## src/rtl/mem_image_loader.sv

```systemverilog
// mem_image_loader
//   Boot-time image loader sitting in front of the instruction and data BRAM
//   write ports. It consumes one valid/ready word stream laid out as
//   header, instruction words, data words, checksum trailer. It writes the
//   payload into the two BRAMs and keeps the CPU stalled until the trailer
//   matches the running mod-2^32 sum of the header and all payload words.
//
// Ports
//   clk, rst            rising-edge clock, asynchronous active-low reset
//   start               one-cycle pulse; begins a load from IDLE/DONE/ERR
//   s_valid/s_data      stream word in
//   s_ready             registered; high in HDR, INSTR, DATA and CSUM
//   i_w_addr/dat/enb    instruction BRAM write port (registered, byte address)
//   d_w_addr/dat/enb    data BRAM write port (registered, byte address)
//   busy                load in progress
//   init_done           image loaded and checksum verified
//   cpu_stall           PC stall; low only after a verified image
//   error               load aborted (oversize header or bad checksum)
//   words_loaded        payload words written in the current load
module mem_image_loader #(
  parameter int unsigned ADDR_WIDTH = 10,
  parameter int unsigned DATA_WIDTH = 32,
  parameter int unsigned I_BASE     = 0,
  parameter int unsigned D_BASE     = 0,
  parameter int unsigned MAX_WORDS  = 256
) (
  input  logic                  clk,
  input  logic                  rst,
  input  logic                  start,
  input  logic                  s_valid,
  input  logic [DATA_WIDTH-1:0] s_data,
  output logic                  s_ready,
  output logic [ADDR_WIDTH-1:0] i_w_addr,
  output logic [DATA_WIDTH-1:0] i_w_dat,
  output logic                  i_w_enb,
  output logic [ADDR_WIDTH-1:0] d_w_addr,
  output logic [DATA_WIDTH-1:0] d_w_dat,
  output logic                  d_w_enb,
  output logic                  busy,
  output logic                  init_done,
  output logic                  cpu_stall,
  output logic                  error,
  output logic [15:0]           words_loaded
);

  typedef enum logic [2:0] {
    StIdle,
    StHdr,
    StInstr,
    StData,
    StCsum,
    StDone,
    StErr
  } state_e;

  localparam logic [15:0]           LP_MAX    = 16'(MAX_WORDS);
  localparam logic [ADDR_WIDTH-1:0] LP_I_BASE = ADDR_WIDTH'(I_BASE);
  localparam logic [ADDR_WIDTH-1:0] LP_D_BASE = ADDR_WIDTH'(D_BASE);

  state_e                r_state, w_state_nxt;
  logic                  r_s_ready, w_s_ready_nxt;
  logic [15:0]           r_i_cnt, w_i_cnt_nxt;
  logic [15:0]           r_d_cnt, w_d_cnt_nxt;
  logic [15:0]           r_k, w_k_nxt;
  logic [DATA_WIDTH-1:0] r_sum, w_sum_nxt;
  logic [15:0]           r_words, w_words_nxt;
  logic [ADDR_WIDTH-1:0] r_i_w_addr, w_i_w_addr_nxt;
  logic [DATA_WIDTH-1:0] r_i_w_dat, w_i_w_dat_nxt;
  logic                  r_i_w_enb, w_i_w_enb_nxt;
  logic [ADDR_WIDTH-1:0] r_d_w_addr, w_d_w_addr_nxt;
  logic [DATA_WIDTH-1:0] r_d_w_dat, w_d_w_dat_nxt;
  logic                  r_d_w_enb, w_d_w_enb_nxt;

  logic                  w_hs;
  logic [15:0]           w_hdr_i, w_hdr_d;
  logic [15:0]           w_k_inc;
  logic [ADDR_WIDTH-1:0] w_off;

  assign w_hs    = s_valid & r_s_ready;
  assign w_hdr_i = s_data[15:0];
  assign w_hdr_d = s_data[31:16];
  assign w_k_inc = r_k + 16'd1;
  // Byte offset of word k; wraps silently in ADDR_WIDTH bits.
  assign w_off   = {r_k[ADDR_WIDTH-3:0], 2'b00};

  always_comb begin
    w_state_nxt    = r_state;
    w_i_cnt_nxt    = r_i_cnt;
    w_d_cnt_nxt    = r_d_cnt;
    w_k_nxt        = r_k;
    w_sum_nxt      = r_sum;
    w_words_nxt    = r_words;
    w_i_w_addr_nxt = r_i_w_addr;
    w_i_w_dat_nxt  = r_i_w_dat;
    w_i_w_enb_nxt  = 1'b0;
    w_d_w_addr_nxt = r_d_w_addr;
    w_d_w_dat_nxt  = r_d_w_dat;
    w_d_w_enb_nxt  = 1'b0;

    unique case (r_state)
      StIdle, StDone, StErr: begin
        // start while busy never reaches here, so it is ignored for free.
        if (start) begin
          w_state_nxt = StHdr;
          w_k_nxt     = 16'd0;
          w_sum_nxt   = '0;
          w_words_nxt = 16'd0;
        end
      end
      StHdr: begin
        if (w_hs) begin
          w_sum_nxt   = s_data;
          w_i_cnt_nxt = w_hdr_i;
          w_d_cnt_nxt = w_hdr_d;
          w_k_nxt     = 16'd0;
          if (w_hdr_i > LP_MAX || w_hdr_d > LP_MAX) begin
            w_state_nxt = StErr;
          end else if (w_hdr_i != 16'd0) begin
            w_state_nxt = StInstr;
          end else if (w_hdr_d != 16'd0) begin
            w_state_nxt = StData;
          end else begin
            w_state_nxt = StCsum;
          end
        end
      end
      StInstr: begin
        if (w_hs) begin
          w_i_w_enb_nxt  = 1'b1;
          w_i_w_addr_nxt = LP_I_BASE + w_off;
          w_i_w_dat_nxt  = s_data;
          w_sum_nxt      = r_sum + s_data;
          w_words_nxt    = r_words + 16'd1;
          if (w_k_inc == r_i_cnt) begin
            w_k_nxt     = 16'd0;
            w_state_nxt = (r_d_cnt != 16'd0) ? StData : StCsum;
          end else begin
            w_k_nxt = w_k_inc;
          end
        end
      end
      StData: begin
        if (w_hs) begin
          w_d_w_enb_nxt  = 1'b1;
          w_d_w_addr_nxt = LP_D_BASE + w_off;
          w_d_w_dat_nxt  = s_data;
          w_sum_nxt      = r_sum + s_data;
          w_words_nxt    = r_words + 16'd1;
          if (w_k_inc == r_d_cnt) begin
            w_k_nxt     = 16'd0;
            w_state_nxt = StCsum;
          end else begin
            w_k_nxt = w_k_inc;
          end
        end
      end
      StCsum: begin
        if (w_hs) begin
          w_state_nxt = (s_data == r_sum) ? StDone : StErr;
        end
      end
      default: w_state_nxt = StIdle;
    endcase

    // s_ready is registered: it follows the state being entered.
    w_s_ready_nxt = (w_state_nxt == StHdr) || (w_state_nxt == StInstr) ||
                    (w_state_nxt == StData) || (w_state_nxt == StCsum);
  end

  always_ff @(posedge clk or negedge rst) begin
    if (!rst) begin
      r_state    <= StIdle;
      r_s_ready  <= 1'b0;
      r_i_cnt    <= 16'd0;
      r_d_cnt    <= 16'd0;
      r_k        <= 16'd0;
      r_sum      <= '0;
      r_words    <= 16'd0;
      r_i_w_addr <= '0;
      r_i_w_dat  <= '0;
      r_i_w_enb  <= 1'b0;
      r_d_w_addr <= '0;
      r_d_w_dat  <= '0;
      r_d_w_enb  <= 1'b0;
    end else begin
      r_state    <= w_state_nxt;
      r_s_ready  <= w_s_ready_nxt;
      r_i_cnt    <= w_i_cnt_nxt;
      r_d_cnt    <= w_d_cnt_nxt;
      r_k        <= w_k_nxt;
      r_sum      <= w_sum_nxt;
      r_words    <= w_words_nxt;
      r_i_w_addr <= w_i_w_addr_nxt;
      r_i_w_dat  <= w_i_w_dat_nxt;
      r_i_w_enb  <= w_i_w_enb_nxt;
      r_d_w_addr <= w_d_w_addr_nxt;
      r_d_w_dat  <= w_d_w_dat_nxt;
      r_d_w_enb  <= w_d_w_enb_nxt;
    end
  end

  assign s_ready      = r_s_ready;
  assign i_w_addr     = r_i_w_addr;
  assign i_w_dat      = r_i_w_dat;
  assign i_w_enb      = r_i_w_enb;
  assign d_w_addr     = r_d_w_addr;
  assign d_w_dat      = r_d_w_dat;
  assign d_w_enb      = r_d_w_enb;
  assign words_loaded = r_words;

  // Status is a pure decode of the state register, so reset reaches it
  // asynchronously along with the state.
  assign busy      = (r_state == StHdr) || (r_state == StInstr) ||
                     (r_state == StData) || (r_state == StCsum);
  assign init_done = (r_state == StDone);
  assign error     = (r_state == StErr);
  assign cpu_stall = (r_state != StDone);

endmodule

```

## config.mk

```make
export PLATFORM = sky130hd
export DESIGN_NAME = mem_image_loader
export DESIGN_NICKNAME = d
export VERILOG_FILES = /design/src/rtl/mem_image_loader.sv
export SDC_FILE = /design/constraint.sdc
export NUM_CORES = 1
export LEC_CHECK = 0
export BUFFER_PORTS_ARGS = -buffer_cell sky130_fd_sc_hd__buf_4
export CELL_PAD_IN_SITES_DETAIL_PLACEMENT = 1
export CELL_PAD_IN_SITES_GLOBAL_PLACEMENT = 2
export CORE_MARGIN = 5
export CORE_UTILIZATION = 40
export DETAILED_ROUTE_END_ITERATION = 12
export PLACE_DENSITY_LB_ADDON = 0.1
export SLEW_MARGIN = 10
export SYNTH_ARGS = -nofsm -noshare
export SYNTH_HDL_FRONTEND = slang
export SYNTH_SLANG_ARGS = --single-unit
```

## constraint.sdc

```tcl
create_clock -name clk -period 7.09 [get_ports clk]
set_clock_uncertainty 0.15 [all_clocks]
set_input_delay 0 -clock clk [delete_from_list [all_inputs] [get_ports clk]]
set_output_delay 0 -clock clk [all_outputs]
set_load 0.005 [all_outputs]
```

After elaboration in Yosys (flattened, before gate mapping)
Cells that the tools add are included.
{"block": "op_classes", "addsub": 3, "magnitude_cmp": 2, "eq_ne": 19, "muxes": 29, "n_bitwise": 1, "n_reduce_logical": 22}
{"operator": "2-to-1 mux 16 bit", "count": 7}
{"operator": "2-to-1 mux 32 bit", "count": 3}
{"operator": "one-hot mux 32 bit (3 select lines)", "count": 1}
{"operator": "one-hot mux 16 bit (4 select lines)", "count": 1}
{"operator": "nonzero test 16 bit", "count": 3}
{"operator": "2-to-1 mux 3 bit", "count": 11}
{"operator": "adder 16 x 1 -> 16 bit, second input constant", "count": 2}
{"operator": "adder 32 bit", "count": 1}
{"operator": "== test 16 bit", "count": 2}
{"operator": "== test 32 bit", "count": 1}
{"operator": "greater-than comparator 16 x 9 -> 1 bit, second input constant", "count": 2}
{"operator": "one-hot mux 16 bit (2 select lines)", "count": 1}
{"operator": "one-hot mux 3 bit (5 select lines)", "count": 1}
{"operator": "== test 3 x 2 -> 1 bit, second input constant", "count": 4}
{"operator": "== test 3 bit, second input constant", "count": 4}
{"operator": "!= test 2 bit, second input constant", "count": 4}
{"operator": "logical OR 1 bit", "count": 7}
{"operator": "== test 3 x 1 -> 1 bit, second input constant", "count": 2}
{"operator": "AND reduction 2 bit", "count": 3}
{"operator": "AND reduction 5 bit", "count": 1}
{"operator": "AND reduction 4 bit", "count": 1}
{"operator": "nonzero test 4 bit", "count": 1}
{"operator": "logical NOT 3 bit", "count": 1}
{"operator": "2-to-1 mux 1 bit", "count": 3}
{"operator": "9 further kinds", "count": 9}
{"block": "word_totals", "ff_bits": 182, "input_bits": 36, "out_inout_bits": 107, "wordCells": 89}

Longest topological paths before layout
{"block": "depth", "depth_word": 10, "mapped_depth": 13}

Worst setup path before layout
OpenSTA, ideal clock, no wires.
{"block": "synth_timing", "path_type": "reg2reg", "startpoint": "reg r_sum[0]", "endpoint": "reg r_sum[28]", "setup_ns": 0.135, "arrival_time_ns": 2.773, "slack_ns": 4.032, "stages_incl_launch_ff": 12, "cell_sequence": "dfrtp_1 > ha_1 > fa_1 > a211oi_1 > o21ai_0 > a2111oi_0 > nor2_1 > a41oi_1 > o21a_1 > o21bai_1 > a211oi_1 > o31ai_1"}
{"block": "synth_between", "elab_chain_len": 3}
{"element": "start: declaration", "line_no": "65", "text": "logic [DATA_WIDTH-1:0] r_sum, w_sum_nxt;"}
{"element": "start signal: assignment", "line_no": "191", "text": "r_sum <= w_sum_nxt;"}
{"element": "adder 32 bit", "line_no": "132, 147"}
{"element": "2-to-1 mux 32 bit", "line_no": "128, 143"}
{"element": "one-hot mux 32 bit (3 select lines)", "line_no": "100", "text": "unique case (r_state)"}
Every way passes these cells. The select of a mux whose other input is x is not followed.
A chain may end at the register's enable or synchronous reset.

Final worst setup path
{"block": "layout_timing", "startpoint": "reg r_k[0]", "endpoint": "reg r_k[7]"}
{"block": "layout_between", "elab_chain_len": 5, "word_cells_on_any_way": 8, "cone_classes": "add/sub: 1; eq/ne: 2; mux: 5"}
{"element": "start: declaration", "line_no": "64", "text": "logic [15:0] r_k, w_k_nxt;"}
{"element": "start signal: assignment", "line_no": "190", "text": "r_k <= w_k_nxt;"}
{"element": "adder 16 x 1 -> 16 bit *", "line_no": "82", "text": "assign w_k_inc = r_k + 16'd1;"}
{"element": "== test 16 bit (on tied branches)", "line_no": "149, 134"}
{"element": "2-to-1 mux 16 bit (on tied branches)", "line_no": "149, 134"}
{"element": "2-to-1 mux 16 bit (on tied branches)", "line_no": "143, 128"}
{"element": "one-hot mux 16 bit (4 select lines) *", "line_no": "100"}
Every way passes the cells marked *; elsewhere a longest branch is shown, timed or not. The select of a mux whose other input is x is not followed.

==> metrics.md <==
| Metric | Value |
|---|---|
| Clk_lat worst skew | 440 ps |
| Setup TNS | 0 ps |
| Via density | 5.67 |
| First drt pass iteration count | 6 |
| Finished Cell Area | 12,400 um2 |
| Synth Flop Type | dfrtp_1 |
| Number of global-route vias before repair | 8,996 |
| Final setup vio count | 0 |
| Worst EP required | 7270 ps |
| Post-Synthesis Cells | 1,036 |
| Area grow syn2layout | 21.4% |
| Core ar. | 25,200 um2 |
| Detailed Route Iter0 Violations | 490 |
| # IOs | 143 |
| # Post-CTS Setup Buffers | 0 |
| Delay of the slowest critical-path stage | 830 ps |
| Library cells used by synthesis | 69 |
| Post-Syn Area | 10,200 um2 |
| First-pass GRT wire length | 51,700 um |
| Worst-path clk slew | 70 ps |
| Top cells by area, synth | dfrtp_1 44%, mux2_2 8.8%, nand2_1 5.1% |
| Max IR drop VDD | 0.139 mV |
| Port buffer count | 138 |
| Slowest CP cell | or3_1 |
| Setup CP Type | flop to flop |
| Most common cell in the netlist | dfrtp_1 |
| Diode count | 0 |
| Post-synthesis async set-or-reset flop share | 100% |
| Final core utilization | 49.4% |
| Fin. Hold Viols | 0 |
| WL per Instance | 21.5 um |
| Launching element type of the critical path | flop |
| Dpl cell area | 11,500 um2 |
| Routed Antenna Nets | 0 |
| TritonCTS clock tree | yes |
| Starting Density | 40.7% |
| Worst EP arrival | 4260 ps |
| DRC | 0 |
| Pin count of the biggest net entering global routing | 70 |
| Period utilization | 57.6% |
| DIE AREA | 28,900 um2 |
| Fillers | 2,792 |
| Post-synth top cells | 182 x dfrtp_1, 140 x nand2_1, 80 x mux2_2, 55 x o21ai_0, 51 x nor2_1 |
| Worst r2r src | r_k[0] |
| Hold-fix buffers at CTS | 35 |
| Worst hold path class | primary input to asynchronous set/reset pin |
| TritonCTS buffer count | 17 |
| Post-synth EDFFs | 0 |
| Total track usage | 22.7% |
| Status | completed |
| PwrDens | 382 nW/um2 |
| Layout cells sized above 1 | 22.9% |
| # Max-Cap Violations | 0 |
| # rows | 58 |
| Critical Path Fanout Max | 28 |
| Average size of a mapped cell | 9.89 um2 |
| Worst-case reg-to-reg path depth | 9 |
| Sequential share of the synthesized area | 44.5% |
| CTS root buffer | clkbuf_16 |
| HPWL after DPL | 23,000 um |
| Total gr overflow | 0 |
| Initial antenna violation count | 0 |
| Seq cells post-synth | 182 |
| Synth top area share | 44.5% |
| R2r endpoint | r_k[7] |
| Y dimension of the die | 170 um |
| Max clock buf depth | 2 |
| Setup WS post-layout | 3010 ps |
| P_leak | 5.66 nW |
| Measured slew at the worst slew-check pin | 1200 ps |
| Pre-CTS setup slack | 3030 ps |
| Max-slew violation count | 0 |
| Crit end category | flop |
| Routed vias | 8,593 |
| Area leader, netlist | dfrtp_1 |
| Max Fclk | 245 MHz |
| RSZ-0062 raised after global routing | no |
| GPL Wtd Cong | 0.918 |
| Slew HR | 19.8% |
| Crit path time final | 4080 ps |
| Post-CTS resize count | 0 |
| Fin Hold WS | 2.66 ps |
| Layout Nets | 1,245 |
| Worst reg2reg setup slack | 3010 ps |
| CP Cell Sequence | nand3_1, or4_4, xor2_1, nor2_1, or4b_1, nor4_1, or3_1, o21ai_0, a21o_1 |
| Synth warn | 0 |
| H-tree lvl count | 4 |
| Die width | 170 um |
| Clock sink count | 182 |
| Routed WL | 32,600 um |
==> layout make-up <==
cell class	count	area, um2	area share [%]
multi-input cells	772	5340	42.9
clock inverters	11	139	1.12
flip-flops and latches	182	4550	36.6
clock buffers	19	443	3.56
well taps	330	413	3.32
inverters	22	82.6	0.664
repair buffers	180	1460	11.8
==> layout by cell type, fill, tap and decap left out, types with 34 or more instances in the layout <==
cell           netlist  routed
nand2_1            140     138
dlygate4sd3_1        0      34
buf_4                7     144
dfrtp_1            182     182
mux2_2              80      80
nor2_1              51      49
xnor2_1             41      41
nor3_1              34      34
o21ai_0             55      55
==> worst max-delay path: cells and delay by family, from the launching register on <==
| kind | cells | cell delay, ps |
|---|---|---|
| AO/OA/AOI/OAI | 2 | 460 |
| XOR/XNOR | 1 | 150 |
| flip-flops | 1 | 550 |
| AND/OR/NAND/NOR | 6 | 2670 |
==> power breakdown <==
group | switching, mW | internal (mW)
clock network | 0.442 | 0.534
registers | 0.339 | 1.42
logic | 1.02 | 0.995
total | 1.80 | 2.95
==> worst max path at each step <==
stage / end / start / depth (start not counted)
5_1_grt: r_k[2] / r_k[3] / 9
2_1_floorplan: r_sum[28] / r_sum[0] / 11
3_3_place_gp: r_k[8] / r_k[0] / 9
6_report: r_k[7] / r_k[0] / 9
4_1_cts: r_k[2] / r_k[0] / 9
3_5_place_dp: r_k[10] / r_k[0] / 9
==> metal layers <==
metal | track usage (%) | vias to the layer above | part of all wire (%)
met5 | 0 | - | 0
met4 | 5.00 | 0 | 1.3
met3 | 3.09 | 35 | 2.8
met2 | 39.4 | 153 | 51
met1 | 30.5 | 4397 | 45
li1 | - | 4008 | -
==> registers in the layout, summed over array words and instances (netlist names) <==
register and flops:
r_d_cnt 16, r_k 16, i_w_enb 1, d_w_addr 8, d_w_enb 1, d_w_dat 32
r_state 3, i_w_dat 32, r_sum 32, words_loaded 16, s_ready 1, i_w_addr 8
r_i_cnt 16
==> kinds of logic (layout without fill, tap and decap cells) <==
logic type | after synthesis | after routing | share of synthesized area (%)
AND/OR/NAND/NOR | 357 | 357 | 17.4
AO/OA/AOI/OAI | 216 | 216 | 13.7
flip-flops | 182 | 182 | 44.5
buffers and inverters | 85 | 232 | 3.73
multiplexers | 82 | 82 | 8.99
XOR/XNOR | 79 | 79 | 7.43
adder cells (fa/ha/maj) | 34 | 34 | 4.23
other | 1 | 4 | 0.0366
==> stage by stage <==
stage,cells,total power [mW]
2_1_floorplan,1039,3.00
3_3_place_gp,1451,3.73
3_5_place_dp,1451,3.78
4_1_cts,1516,4.79
5_1_grt,1516,5.10
6_report,1516,4.75
(Power assumes the default switching activity.)
